[src/rtl/zube_wb_mailbox_if.sv]
// zube_wb_mailbox_if: Wishbone slave pins, host irq and external-bus byte handshakes.
// slave modport = mailbox side, master modport = host/engine side.
interface zube_wb_mailbox_if;
  logic        wb_cyc_in;
  logic        wb_stb_in;
  logic        wb_we_in;
  logic [31:0] wb_addr_in;
  logic [31:0] wb_data_in;
  logic        wb_ack_out;
  logic [31:0] wb_data_out;
  logic        irq_out;
  logic        ext_rd_valid;
  logic [7:0]  ext_rd_data;
  logic        ext_rd_ready;
  logic        ext_wr_valid;
  logic [7:0]  ext_wr_data;
  logic        ext_wr_ready;

  modport slave (
    input  wb_cyc_in, wb_stb_in, wb_we_in,
    input  wb_addr_in, wb_data_in,
    output wb_ack_out, wb_data_out, irq_out,
    output ext_rd_valid, ext_rd_data,
    input  ext_rd_ready,
    input  ext_wr_valid, ext_wr_data,
    output ext_wr_ready
  );

  modport master (
    output wb_cyc_in, wb_stb_in, wb_we_in,
    output wb_addr_in, wb_data_in,
    input  wb_ack_out, wb_data_out, irq_out,
    input  ext_rd_valid, ext_rd_data,
    output ext_rd_ready,
    output ext_wr_valid, ext_wr_data,
    input  ext_wr_ready
  );
endinterface

[src/rtl/zube_wb_mailbox.sv]
// zube_wb_mailbox: Wishbone mailbox with TX (host->ext) and RX (ext->host) byte FIFOs.
// Ports: clk, reset_b (async active-low), bus (zube_wb_mailbox_if.slave).
// Regs @ addr[3:2]: 0 DATA, 1 STATUS, 2 IRQ_EN, 3 CONTROL.
// Optional macro ZUBE_MAILBOX_IRQ_EN: adds IRQ_EN register and irq_out.

module zube_wb_mailbox_fifo #(
  parameter int DEPTH = 8
) (
  input  logic                     clk,
  input  logic                     reset_b,
  input  logic                     push_i,
  input  logic [7:0]               data_i,
  input  logic                     pop_i,
  input  logic                     flush_i,
  output logic [7:0]               head_o,
  output logic [$clog2(DEPTH):0]   count_o,
  output logic                     full_o,
  output logic                     empty_o
);
  localparam int AW = $clog2(DEPTH);
  localparam int CW = AW + 1;

  logic [7:0]    mem_q [DEPTH];
  logic [AW-1:0] wp_q;
  logic [AW-1:0] rp_q;
  logic [CW-1:0] cnt_q;
  logic          do_push;
  logic          do_pop;

  assign full_o  = (cnt_q == CW'(DEPTH));
  assign empty_o = (cnt_q == '0);
  assign count_o = cnt_q;
  assign head_o  = mem_q[rp_q];

  // full/empty are sampled before this edge's pop/push
  assign do_push = push_i & ~full_o;
  assign do_pop  = pop_i & ~empty_o;

  always_ff @(posedge clk or negedge reset_b) begin
    if (!reset_b) begin
      for (int i = 0; i < DEPTH; i++) mem_q[i] <= '0;
      wp_q  <= '0;
      rp_q  <= '0;
      cnt_q <= '0;
    end else if (flush_i) begin
      wp_q  <= '0;
      rp_q  <= '0;
      cnt_q <= '0;
    end else begin
      if (do_push) begin
        mem_q[wp_q] <= data_i;
        wp_q        <= wp_q + AW'(1);
      end
      if (do_pop) rp_q <= rp_q + AW'(1);
      unique case ({do_push, do_pop})
        2'b10:   cnt_q <= cnt_q + CW'(1);
        2'b01:   cnt_q <= cnt_q - CW'(1);
        default: cnt_q <= cnt_q;
      endcase
    end
  end
endmodule

module zube_wb_mailbox #(
  parameter logic [31:0] BASE_ADDR = 32'h3000_0000,
  parameter int          DEPTH     = 8
) (
  input  logic              clk,
  input  logic              reset_b,
  zube_wb_mailbox_if.slave  bus
);
  localparam int CW = $clog2(DEPTH) + 1;

  logic          ack_q;
  logic [31:0]   data_q;
  logic          ovf_q;
  logic          unf_q;

  logic          hit;
  logic          acc;
  logic [1:0]    sel;
  logic          we;
  logic [31:0]   wdata;

  logic [7:0]    tx_head;
  logic [7:0]    rx_head;
  logic [CW-1:0] tx_cnt;
  logic [CW-1:0] rx_cnt;
  logic          tx_full;
  logic          tx_empty;
  logic          rx_full;
  logic          rx_empty;

  logic          tx_push;
  logic          tx_pop;
  logic          rx_push;
  logic          rx_pop;
  logic          tx_flush;
  logic          rx_flush;
  logic          set_ovf;
  logic          set_unf;
  logic          clr_flags;
  logic          en_we;
  logic [1:0]    en_rd;
  logic [31:0]   status;
  logic [31:0]   rdata_d;

  assign hit   = (bus.wb_addr_in[31:4] == BASE_ADDR[31:4]);
  // ack_q blocks a second access while stb is still held
  assign acc   = bus.wb_cyc_in & bus.wb_stb_in & ~ack_q & hit;
  assign sel   = bus.wb_addr_in[3:2];
  assign we    = bus.wb_we_in;
  assign wdata = bus.wb_data_in;

  assign tx_pop  = bus.ext_rd_ready & ~tx_empty;
  assign rx_push = bus.ext_wr_valid & ~rx_full;

  assign status = {9'd0, 7'(tx_cnt), 1'b0, 7'(rx_cnt), 3'd0,
                   unf_q, ovf_q, tx_empty, tx_full, ~rx_empty};

  always_comb begin
    tx_push   = 1'b0;
    rx_pop    = 1'b0;
    set_ovf   = 1'b0;
    set_unf   = 1'b0;
    tx_flush  = 1'b0;
    rx_flush  = 1'b0;
    clr_flags = 1'b0;
    en_we     = 1'b0;
    rdata_d   = '0;
    if (acc) begin
      unique case (sel)
        2'd0: begin
          if (we) begin
            if (tx_full) set_ovf = 1'b1;
            else         tx_push = 1'b1;
          end else if (rx_empty) begin
            set_unf = 1'b1;
          end else begin
            rx_pop  = 1'b1;
            rdata_d = {24'd0, rx_head};
          end
        end
        2'd1: begin
          if (!we) rdata_d = status;
        end
        2'd2: begin
          if (we) en_we   = 1'b1;
          else    rdata_d = {30'd0, en_rd};
        end
        2'd3: begin
          if (we) begin
            tx_flush  = wdata[0];
            rx_flush  = wdata[1];
            clr_flags = wdata[2];
          end
        end
      endcase
    end
  end

  zube_wb_mailbox_fifo #(.DEPTH(DEPTH)) u_tx (
    .clk     (clk),
    .reset_b (reset_b),
    .push_i  (tx_push),
    .data_i  (wdata[7:0]),
    .pop_i   (tx_pop),
    .flush_i (tx_flush),
    .head_o  (tx_head),
    .count_o (tx_cnt),
    .full_o  (tx_full),
    .empty_o (tx_empty)
  );

  zube_wb_mailbox_fifo #(.DEPTH(DEPTH)) u_rx (
    .clk     (clk),
    .reset_b (reset_b),
    .push_i  (rx_push),
    .data_i  (bus.ext_wr_data),
    .pop_i   (rx_pop),
    .flush_i (rx_flush),
    .head_o  (rx_head),
    .count_o (rx_cnt),
    .full_o  (rx_full),
    .empty_o (rx_empty)
  );

  always_ff @(posedge clk or negedge reset_b) begin
    if (!reset_b) begin
      ack_q  <= 1'b0;
      data_q <= '0;
      ovf_q  <= 1'b0;
      unf_q  <= 1'b0;
    end else begin
      ack_q  <= acc;
      data_q <= rdata_d;
      if (clr_flags)    ovf_q <= 1'b0;
      else if (set_ovf) ovf_q <= 1'b1;
      if (clr_flags)    unf_q <= 1'b0;
      else if (set_unf) unf_q <= 1'b1;
    end
  end

`ifdef ZUBE_MAILBOX_IRQ_EN
  logic [1:0] en_q;
  logic       irq_q;

  always_ff @(posedge clk or negedge reset_b) begin
    if (!reset_b) begin
      en_q  <= '0;
      irq_q <= 1'b0;
    end else begin
      if (en_we) en_q <= wdata[1:0];
      irq_q <= (en_q[0] & ~rx_empty) | (en_q[1] & tx_empty);
    end
  end

  assign en_rd       = en_q;
  assign bus.irq_out = irq_q;

  logic unused;
  assign unused = ^{bus.wb_addr_in[1:0], wdata[31:8]};
`else
  assign en_rd       = 2'b00;
  assign bus.irq_out = 1'b0;

  logic unused;
  assign unused = ^{bus.wb_addr_in[1:0], wdata[31:8], en_we};
`endif

  assign bus.wb_ack_out   = ack_q;
  assign bus.wb_data_out  = data_q;
  assign bus.ext_rd_valid = ~tx_empty;
  assign bus.ext_rd_data  = tx_head;
  assign bus.ext_wr_ready = ~rx_full;
endmodule

[src/flat_wrapper.sv]
// flat-port wrapper written by rule: the top's interface ports become plain ports
module zube_wb_mailbox_flat 
#(
  parameter logic [31:0] BASE_ADDR = 32'h3000_0000,
  parameter int          DEPTH     = 8
)
  (clk, reset_b, bus_wb_cyc_in, bus_wb_stb_in, bus_wb_we_in, bus_wb_addr_in, bus_wb_data_in, bus_wb_ack_out, bus_wb_data_out, bus_irq_out, bus_ext_rd_valid, bus_ext_rd_data, bus_ext_rd_ready, bus_ext_wr_valid, bus_ext_wr_data, bus_ext_wr_ready);
  zube_wb_mailbox_if bus_i ();
  input  logic clk;
  input  logic reset_b;
  input wire logic [$bits(bus_i.wb_cyc_in)-1:0] bus_wb_cyc_in;
  input wire logic [$bits(bus_i.wb_stb_in)-1:0] bus_wb_stb_in;
  input wire logic [$bits(bus_i.wb_we_in)-1:0] bus_wb_we_in;
  input wire logic [$bits(bus_i.wb_addr_in)-1:0] bus_wb_addr_in;
  input wire logic [$bits(bus_i.wb_data_in)-1:0] bus_wb_data_in;
  output wire logic [$bits(bus_i.wb_ack_out)-1:0] bus_wb_ack_out;
  output wire logic [$bits(bus_i.wb_data_out)-1:0] bus_wb_data_out;
  output wire logic [$bits(bus_i.irq_out)-1:0] bus_irq_out;
  output wire logic [$bits(bus_i.ext_rd_valid)-1:0] bus_ext_rd_valid;
  output wire logic [$bits(bus_i.ext_rd_data)-1:0] bus_ext_rd_data;
  input wire logic [$bits(bus_i.ext_rd_ready)-1:0] bus_ext_rd_ready;
  input wire logic [$bits(bus_i.ext_wr_valid)-1:0] bus_ext_wr_valid;
  input wire logic [$bits(bus_i.ext_wr_data)-1:0] bus_ext_wr_data;
  output wire logic [$bits(bus_i.ext_wr_ready)-1:0] bus_ext_wr_ready;
  assign bus_i.wb_cyc_in = bus_wb_cyc_in;
  assign bus_i.wb_stb_in = bus_wb_stb_in;
  assign bus_i.wb_we_in = bus_wb_we_in;
  assign bus_i.wb_addr_in = bus_wb_addr_in;
  assign bus_i.wb_data_in = bus_wb_data_in;
  assign bus_wb_ack_out = bus_i.wb_ack_out;
  assign bus_wb_data_out = bus_i.wb_data_out;
  assign bus_irq_out = bus_i.irq_out;
  assign bus_ext_rd_valid = bus_i.ext_rd_valid;
  assign bus_ext_rd_data = bus_i.ext_rd_data;
  assign bus_i.ext_rd_ready = bus_ext_rd_ready;
  assign bus_i.ext_wr_valid = bus_ext_wr_valid;
  assign bus_i.ext_wr_data = bus_ext_wr_data;
  assign bus_ext_wr_ready = bus_i.ext_wr_ready;
  zube_wb_mailbox #(.BASE_ADDR(BASE_ADDR), .DEPTH(DEPTH)) u_core (.clk(clk), .reset_b(reset_b), .bus(bus_i));
endmodule
[config.mk]
export PLATFORM = sky130hd
export DESIGN_NAME = zube_wb_mailbox_flat
export DESIGN_NICKNAME = d
export VERILOG_FILES = /design/src/rtl/zube_wb_mailbox_if.sv /design/src/rtl/zube_wb_mailbox.sv /design/src/flat_wrapper.sv
export SDC_FILE = /design/constraint.sdc
export NUM_CORES = 1
export LEC_CHECK = 0
export BUFFER_PORTS_ARGS = -buffer_cell sky130_fd_sc_hd__buf_2
export CAP_MARGIN = 20
export CORE_MARGIN = 1.5
export CORE_UTILIZATION = 50
export DETAILED_ROUTE_END_ITERATION = 16
export PLACE_DENSITY_LB_ADDON = 0.15
export SLEW_MARGIN = 5
export SYNTH_ARGS = -nofsm -noshare
export SYNTH_HDL_FRONTEND = slang
export SYNTH_SLANG_ARGS = --single-unit
[constraint.sdc]
create_clock -name clk -period 4.1 [get_ports clk]
set_clock_uncertainty 0.05 [all_clocks]
set_input_delay 0.41 -clock clk [delete_from_list [all_inputs] [get_ports clk]]
set_output_delay 0.41 -clock clk [all_outputs]
set_load 0.005 [all_outputs]
==> results.cfg <==
[worst_setup_path]
regToRegEndpoint = u_core.u_rx.count_o[3]
highest_delay_cell_along_the_critical_path = nor4_1
crit_chain = nor4_1 > or3_1 > or3_1 > inv_1 > ha_1 > ha_1 > nand2_1 > nor4_1 > o221ai_1 > mux2_2
start_kind = flip-flop
arrival_time_of_the_worst_setup_path_ps = 3560
crit_start = u_core.u_rx.count_o[0]
end_kind = flip-flop
worst_r2r_path_depth = 10
regToRegSetupSlack_ps = 800
crit_path_max_fanout = 8
worstReg2RegStart = u_core.u_rx.count_o[0]
worst_setup_path_endpoint = u_core.u_rx.count_o[3]
crit_required_ps = 4360
cpPeakStageDelay_ps = 530
timing.setup.critical_path_class = flip-flop to flip-flop

[sta]
relSlewSlack_pct = 39.52
max_freq_mhz = 302.9
timing.final.setup_violations = 0
max_slew.worst_pin.slew_ps = 907.2
final.period_utilization_pct = 80.52
drv_slew = 0
rsz_0062_raised_after_global_routing = no
timing.final.crit_period_ps = 3301
final_hold_viol_count = 0
setup_total_negative_slack_ps = 0
setup_ws_ps = 798.5

[pwr]
power_density_mw_per_mm2 = 525.3
cell_leakage_power_nw = 4.399
total_power_mw = 4.835
largest_voltage_drop_on_the_vdd_net_v = 0.0003044

[yosys]
synthesis.instances = 566
synth_edf_count = 0
count_of_state_elements_after_synthesis = 167
postSynth.topFlopCell = dfrtp_1
synthDominantCellAreaShare_pct = 51.81
seq_area_frac_synth_pct = 51.81
ys_types = 49
ys_top_cells_by_area = dfrtp_1 52%, mux2_2 17%, mux4_2 8.9%
async_flop_share_pct = 100.0
yosys_warnings = 0
yosys.area.top_type = dfrtp_1
synthesis.area_mm2 = 0.008066
avgSynthCellArea_um2 = 14.25

[floorplan]
placementRows = 46
pin_count = 123
fp.dieArea_mm2 = 0.01690
core_mm2 = 0.01583
initial_utilization_pct = 50.96
die_x_um = 130.0
die_h_um = 130.0

[drt]
ant_nets = 0
number_of_vias_in_the_routed_layout = 4897
route.detailed.vias_per_inst = 5.584
detail_route.wl_per_cell_um = 18.88
drtPass1Iterations = 4
remaining_drc_errors = 0
wirelength_um = 16560
1st_iter_drt_viols = 310

[finish]
antennaDiodeCount = 0
layout.filler_cells = 1287
final_layout_size_suffix_gt1_share_pct = 47.05
final-instance-count-excl-fill = 877
register_area_mm2 = 0.004179
layout.cells.most_common_list = 167 x dfrtp_1, 122 x mux2_2, 78 x buf_2
nets = 740
final_core_utilization_pct = 58.16
multi_input_comb_area_mm2 = 0.003662
flow.area_growth_from_synthesis_pct = 14.12
layout_commonest_cell = dfrtp_1

[grt]
grt.overflow.total = 0
grt_antenna_before_repair = 0
grt_pass1_vias = 5041
gr-usage-met1_pct = 28.89
grt_busiest_layer = met2
grt_first_pass_wirelength_um = 26740
grt_usage_pct = 21.20
global_route.usage.met3_pct = 5.043
globalRouteMet2Util_pct = 34.17
grt_start_max_net_pins = 100

[placed_design]
globalplace.congestion = 0.8195
dpl_worst_slack_ps = 708.8
dp_hpwl_um = 10990
port_buffers = 79
place_inst = 846

[clock_network]
h-tree-depth = 4
cts_resized = 0
cts-hold-fix-buffers = 0
clock_latency_ps = 420
tritoncts_num_sinks = 167
cts_max_path_buffers = 2
post-cts-setup-buffer-count = 0
cts.root.buffer_cell = clkbuf_16
cts_buffers = 17
clk_transition_reported_paths_ps = 60
tritoncts = yes

[run]
cap_viol_max_count = 0

[min_path]
min_path_type = input pin to async pin

[status]
status = finished clean
-- power by group --
group,switching [mW],internal (mW)
Clock,0.617,0.904
Combinational,0.460,0.618
Sequential,0.221,2.02
-- worst max-delay path: cells and delay by family (launching register included) --
kind / cells / cell delay [ps]
mux: 1 / 290
buf+inv: 1 / 80
flops: 1 / 450
fa+ha+maj: 2 / 600
simple gates: 5 / 1540
compound gates: 1 / 170
-- worst min-delay path by stage --
stage          slack [ps]                  start                         end  cells past startpoint
6_report               30                reset_b  u_core.bus.wb_data_out[18]                      1
5_1_grt                90                reset_b  u_core.bus.wb_data_out[18]                      1
2_1_floorplan          60                reset_b       u_core.bus.wb_ack_out                      0
3_3_place_gp          430  u_core.u_tx.mem_q[53]       u_core.u_tx.mem_q[53]                      1
3_5_place_dp          440  u_core.u_tx.mem_q[14]       u_core.u_tx.mem_q[14]                      1
4_1_cts                70                reset_b  u_core.bus.wb_data_out[18]                      1
-- cells in the mapped netlist, types with 9 or more instances --
cell type / count
and3_1: 9
clkbuf_1: 15
mux2_4: 16
ha_1: 11
mux2_2: 122
buf_4: 17
mux4_2: 32
nor4_2: 12
dfrtp_1: 167
nor2_1: 33
nand2_1: 10
a21oi_1: 9
nor3_1: 9
mux2i_1: 12
-- final cells by class --
class                      count  share of cell area (%)
clock buffer                  22                   4.934
sequential                   167                   45.40
clock inverter                 8                   1.101
tap                          216                   2.936
multi-input combinational    362                   39.79
inverter                       9                  0.3670
timing repair buffer          93                   5.478
-- metrics by stage --
step           instance area [um2]  hold slack, ps
6_report                      9205           25.11
5_1_grt                       9205           89.48
4_1_cts                       9200           67.74
3_5_place_dp                  8645           438.2
3_3_place_gp                  8645           432.1
2_1_floorplan                 8127           64.41
-- layer usage --
layer / part of all wire (%) / vias up
met5: 0 / -
met4: 0.74 / 0
met3: 4.7 / 12
met2: 48 / 130
met1: 46 / 2524
li1: - / 2231
-- cells by family after synthesis --
family	after synthesis	synth area share, %
other	1	0.04649
buffers and inverters	53	3.598
xor gates and xnor gates	12	1.303
DFF	167	51.81
AOI/OAI and AO/OA	24	2.048
muxes	182	30.43
adders and majority gates	11	1.706
and+or+nand+nor	116	9.058
-- sequential cells by signal, summed over array words and instances, names as in the netlist --
| name | cells |
|---|---|
| u_core.u_tx.count_o | 4 |
| u_core.unf_q | 1 |
| u_core.u_rx.rp_q | 3 |
| u_core.u_tx.mem_q | 64 |
| u_core.ovf_q | 1 |
| u_core.bus.wb_ack_out | 1 |
| u_core.u_rx.count_o | 4 |
| u_core.bus.wb_data_out | 16 |
| u_core.u_rx.mem_q | 64 |
| u_core.u_tx.rp_q | 3 |
| u_core.u_rx.wp_q | 3 |
| u_core.u_tx.wp_q | 3 |
Note: power is estimated with default switching activity, not from simulation.
